<file path="src/rtl/reg_file_dc.sv">
// Decode-stage register file: one writeback port, two registered read ports,
// with write-to-read bypass and operand refresh while the output is stalled.
module reg_file_dc #(
    parameter int DATA_W = 16,
    parameter int N_REGS = 8,
    parameter int ADDR_W = 3
) (
    input  logic              CLK_DC,
    input  logic              RST_DC,
    input  logic              VALID_IN,
    input  logic              STALL,
    input  logic [ADDR_W-1:0] N_REG_A_IN,
    input  logic [ADDR_W-1:0] N_REG_B_IN,
    input  logic              WE,
    input  logic [ADDR_W-1:0] N_REG_W,
    input  logic [DATA_W-1:0] REG_W_DATA,
    output logic              VALID_OUT,
    output logic [ADDR_W-1:0] N_REG_A_OUT,
    output logic [ADDR_W-1:0] N_REG_B_OUT,
    output logic [DATA_W-1:0] REG_A_OUT,
    output logic [DATA_W-1:0] REG_B_OUT
);

    logic [DATA_W-1:0] regs_q [N_REGS];

    logic              valid_q, valid_d;
    logic [ADDR_W-1:0] a_idx_q, a_idx_d;
    logic [ADDR_W-1:0] b_idx_q, b_idx_d;
    logic [DATA_W-1:0] a_q, a_d;
    logic [DATA_W-1:0] b_q, b_d;

    logic              w_ok;

    // Explicit scan keeps non-power-of-two N_REGS free of wide compares.
    function automatic logic in_range(
        input logic [ADDR_W-1:0] idx
    );
        logic r;
        r = 1'b0;
        for (int i = 0; i < N_REGS; i++) begin
            if (idx == ADDR_W'(i)) begin
                r = 1'b1;
            end
        end
        return r;
    endfunction

    function automatic logic [DATA_W-1:0] rd(
        input logic [ADDR_W-1:0] idx
    );
        logic [DATA_W-1:0] r;
        r = '0;
        for (int i = 0; i < N_REGS; i++) begin
            if (idx == ADDR_W'(i)) begin
                r = regs_q[i];
            end
        end
        return r;
    endfunction

    assign w_ok = WE && in_range(N_REG_W);

    always_comb begin
        valid_d = valid_q;
        a_idx_d = a_idx_q;
        b_idx_d = b_idx_q;
        a_d     = a_q;
        b_d     = b_q;
        if (!STALL) begin
            valid_d = VALID_IN;
            a_idx_d = N_REG_A_IN;
            b_idx_d = N_REG_B_IN;
            if (w_ok && N_REG_W == N_REG_A_IN) begin
                a_d = REG_W_DATA;
            end else begin
                a_d = rd(N_REG_A_IN);
            end
            if (w_ok && N_REG_W == N_REG_B_IN) begin
                b_d = REG_W_DATA;
            end else begin
                b_d = rd(N_REG_B_IN);
            end
        end else begin
            // A held instruction picks up writes to its own operands.
            if (w_ok && N_REG_W == a_idx_q) begin
                a_d = REG_W_DATA;
            end
            if (w_ok && N_REG_W == b_idx_q) begin
                b_d = REG_W_DATA;
            end
        end
    end

    always_ff @(posedge CLK_DC) begin
        if (RST_DC) begin
            for (int i = 0; i < N_REGS; i++) begin
                regs_q[i] <= '0;
            end
        end else begin
            for (int i = 0; i < N_REGS; i++) begin
                if (WE && N_REG_W == ADDR_W'(i)) begin
                    regs_q[i] <= REG_W_DATA;
                end
            end
        end
    end

    always_ff @(posedge CLK_DC) begin
        if (RST_DC) begin
            valid_q <= 1'b0;
            a_idx_q <= '0;
            b_idx_q <= '0;
            a_q     <= '0;
            b_q     <= '0;
        end else begin
            valid_q <= valid_d;
            a_idx_q <= a_idx_d;
            b_idx_q <= b_idx_d;
            a_q     <= a_d;
            b_q     <= b_d;
        end
    end

    assign VALID_OUT   = valid_q;
    assign N_REG_A_OUT = a_idx_q;
    assign N_REG_B_OUT = b_idx_q;
    assign REG_A_OUT   = a_q;
    assign REG_B_OUT   = b_q;

endmodule
</file>
<file path="config.mk">
export PLATFORM = sky130hd
export DESIGN_NAME = reg_file_dc
export DESIGN_NICKNAME = d
export VERILOG_FILES = /design/src/rtl/reg_file_dc.sv
export SDC_FILE = /design/constraint.sdc
export NUM_CORES = 1
export LEC_CHECK = 0
export ABC_AREA = 1
export CORE_ASPECT_RATIO = 0.9
export CORE_MARGIN = 2
export CORE_UTILIZATION = 25
export CTS_CLUSTER_SIZE = 40
export DETAILED_ROUTE_END_ITERATION = 10
export MAX_ROUTING_LAYER = met4
export SLEW_MARGIN = 10
export SYNTH_ARGS = -nofsm -noshare
export SYNTH_HDL_FRONTEND = slang
export SYNTH_SLANG_ARGS = --single-unit
</file>
<file path="constraint.sdc">
create_clock -name CLK_DC -period 2.2 [get_ports CLK_DC]
set_input_delay 0.22 -clock CLK_DC [delete_from_list [all_inputs] [get_ports CLK_DC]]
set_output_delay 0.22 -clock CLK_DC [all_outputs]
set_load 0.03 [all_outputs]
</file>
==> run_results.csv <==
group,metric,value,unit
sta,period_share,88.8,%
cts,number_of_gates_resized_after_cts,0,
placement,placement.io_buffers,68,
grt,top_usage_layer,"met2",
worst_setup_path,crit_chain,"clkdlybuf4s50_1, buf_4, inv_2, nor3_4, inv_1, nor2_1, nor2_1, nand2_1, a21oi_1",
cts,worst_setup_hold_path_clk_slew,0.07,ns
worst_setup_path,critical_path_required,2.57,ns
floorplan,die_w,197,µm
synth,yosys_warnings,0,
detailed_routing,avgRoutedWirePerCell,18.9,µm
layout,flow.area_growth_from_synthesis,24.5,%
grt,wire_length_of_the_first_global_routing_pass,43.8,mm
detailed_routing,totalWireLength,28.2,mm
floorplan,std_cell_rows,63,
grt,grt_pass1_vias,7677,
floorplan,core_area,0.0330,mm²
cts,cts.htree.levels,4,
grt,groute.usage.overall,16.7,%
floorplan,num_io_pins,69,
layout,num-nets-final,1091,
layout,filler_cell_count,3373,
synth,post_synth_num_cell_types,23,
power_and_ir_drop,report.power.total,7.88,mW
cts,cts.sink_count,167,
synth,syn-mean-instance-area,8.47,µm²
worst_setup_path,worst_r2r_startpoint,"N_REG_A_OUT[1]",
cts,post_cts_setup_buffer_count,0,
cts,cts_root_buf,"sky130_fd_sc_hd__clkbuf_16",
sta,count_of_final_setup_violators,0,
worst_setup_path,crit_path_max_fanout,20,
floorplan,die_height,178,µm
outcome,run_status,"finished, final reports clean",
worst_setup_path,setup.worst_path.start_class,"primary input",
power_and_ir_drop,static-leakage-power,3.90,nW
sta,finalClockSkew,0.00974,ns
layout,num_antenna_cells,0,
layout,final_layout_size_suffix_gt1_share,9.59,%
hold_path,timing.hold.worst.start,"VALID_IN",
detailed_routing,route.detailed.vias_per_inst,5.24,
detailed_routing,drt-initial-drc-count,748,
grt,grt.met3_usage,3.08,%
layout,final_common_cell,"sky130_fd_sc_hd__nor2_1",
worst_setup_path,cpMaxStageDelayCell,"sky130_fd_sc_hd__inv_1",
grt,maximum_number_of_pins_on_one_net_before_global_route_repair,43,
worst_setup_path,timing.critical_path.slowest_cell_delay,0.57,ns
grt,globalRoute.totalOverflow,0,
worst_setup_path,end_kind,"register",
cts,tritoncts,"done",
cts,cts-root-to-sink-buffers,2,
synth,net_count_of_the_mapped_netlist,1022,
power_and_ir_drop,power_density,753,mW/mm²
placement,globalplace.congestion,0.863,
floorplan,dieArea,0.0351,mm²
detailed_routing,routed-via-count,7834,
sta,period_needed,1.95,ns
grt,antenna_found_initial,0,
synth,portion_of_the_post_synthesis_area_used_by_sequential_elements,55.0,%
detailed_routing,detailedRoute.firstPassIterationCount,5,
sta,slew_viol_final,0,
run,maxCapViolations,0,
grt,groute.layer.met1.usage,21.8,%
placement,detailedPlace.worstSlack,-0.164,ns
detailed_routing,postRouteAntennaNets,0,
layout,post-route-util,31.7,%
synth,synth.ff_latch_count,167,
layout,most-common-layout-cells,"sky130_fd_sc_hd__nor2_1, sky130_fd_sc_hd__edfxtp_1, sky130_fd_sc_hd__nand2_1, sky130_fd_sc_hd__a21oi_1, sky130_fd_sc_hd__nand4_1",
sta,achievable_freq,512,MHz
sta,hold_violations,0,
power_and_ir_drop,peakVddDrop,0.000531,V
worst_setup_path,worst-setup-path-type,"primary input to register",
sta,worst_slack,0.245,ns
worst_setup_path,crit_start,"N_REG_B_IN[0]",
sta,rsz0062_at_grt,"false",
hold_path,hp-class,"primary input to register",
grt,gr-usage-met2,26.8,%
floorplan,starting_density,25.5,%
sta,timing.max_slew.rel_slack,41.4,%
sta,worst_slew_pin_slew,0.878,ns
cts,cts_inserted_buffers,17,
synth,number_of_enable_type_register_cells_in_the_synthesized_netlist,128,
detailed_routing,drc_errors,0,
placement,place_hpwl,18.7,mm
cts,clk-insertion-delay-late,0.44,ns
synth,synthArstFlopShare,0,%
synth,synth_top_flop_cell,"sky130_fd_sc_hd__edfxtp_1",
synth,synthesis.area,0.00841,mm²
worst_setup_path,arrival,2.32,ns
worst_setup_path,critPathMostFrequentCell,"sky130_fd_sc_hd__nor2_1",
synth,syn_inst,992,
cts,count_of_hold_buffers_inserted_by_post_cts_repair,0,
area by class of cell:
cell class / instances / area [µm²] / area share (%)
clock buffer: 18 / 429 / 4.10
clock inverter: 14 / 121 / 1.16
inverter: 58 / 218 / 2.08
multi-input combinational: 703 / 3280 / 31.4
sequential: 167 / 4620 / 44.2
tap: 422 / 528 / 5.05
timing repair buffer: 114 / 1260 / 12.0
worst paths after layout:
check,to,slack (ns),cells past startpoint
worst min register to register,N_REG_A_OUT[0],0.49,2
worst max register to register,REG_A_OUT[13],0.59,8
worst min-delay path,VALID_OUT,0.43,3
worst max-delay path,REG_B_OUT[10],0.25,9
worst max-delay path, delay by kind of cell:
| family | cells | cell delay, ns |
|---|---|---|
| AOI/OAI and AO/OA | 1 | 0.13 |
| and+or+nand+nor | 4 | 0.39 |
| buffers and inverters | 4 | 1.56 |
layer usage:
| layer | share of wire [%] | wire length [µm] |
|---|---|---|
| met1 | 43 | 12100 |
| met2 | 48 | 13500 |
| met3 | 7.9 | 2230 |
| met4 | 1.7 | 478 |
| met5 | 0 | 0 |
flip-flops by register name, summed over array words and instances, names as in the netlist:
register / count
regs_q: 128
REG_A_OUT: 16
REG_B_OUT: 16
N_REG_A_OUT: 3
N_REG_B_OUT: 3
VALID_OUT: 1
power by group:
part	switching [mW]	internal (mW)	leakage, nW
sequential	0.127	3.64	1.56
combinational	0.814	0.430	2.09
clock	1.40	1.47	0.250
total	2.34	5.54	3.90
metrics by stage:
stage	TNS (ns)	area [µm²]	cells	hold WS [ns]
after floorplan	0	8410	992	0.310
after global placement	-9.01	9890	1463	0.466
after detailed placement	-2.23	9910	1464	0.484
after CTS	0	10500	1496	0.417
after global routing	0	10500	1496	0.499
final	0	10500	1496	0.425
cell usage after synthesis, types with 2 or more instances:
cell type,number,area share [%]
sky130_fd_sc_hd__o21ai_0,47,2.8
sky130_fd_sc_hd__xnor2_1,3,0.31
sky130_fd_sc_hd__nand4_1,98,7.3
sky130_fd_sc_hd__dfxtp_1,39,9.3
sky130_fd_sc_hd__buf_2,27,1.6
sky130_fd_sc_hd__nor2_1,250,11
sky130_fd_sc_hd__buf_4,3,0.27
sky130_fd_sc_hd__o21ai_1,2,0.12
sky130_fd_sc_hd__inv_1,46,2.1
sky130_fd_sc_hd__inv_2,12,0.54
sky130_fd_sc_hd__clkbuf_1,33,1.5
sky130_fd_sc_hd__nand2_1,115,5.1
sky130_fd_sc_hd__edfxtp_1,128,46
sky130_fd_sc_hd__xor2_1,2,0.21
sky130_fd_sc_hd__nor2_2,2,0.15
sky130_fd_sc_hd__nor3_4,4,0.77
sky130_fd_sc_hd__nand3_1,69,4.1
sky130_fd_sc_hd__a21oi_1,104,6.2
sky130_fd_sc_hd__nor3_2,4,0.48
kinds of logic (layout without fill, tap and decap cells):
family	count (synthesis)	after routing	share of synthesized area [%]
buffers and inverters	122	204	5.98
AND/OR/NAND/NOR	544	544	29.3
flip-flops	167	167	55.0
AO/OA/AOI/OAI	154	154	9.21
XOR/XNOR	5	5	0.521
(Power assumes the default switching activity.)
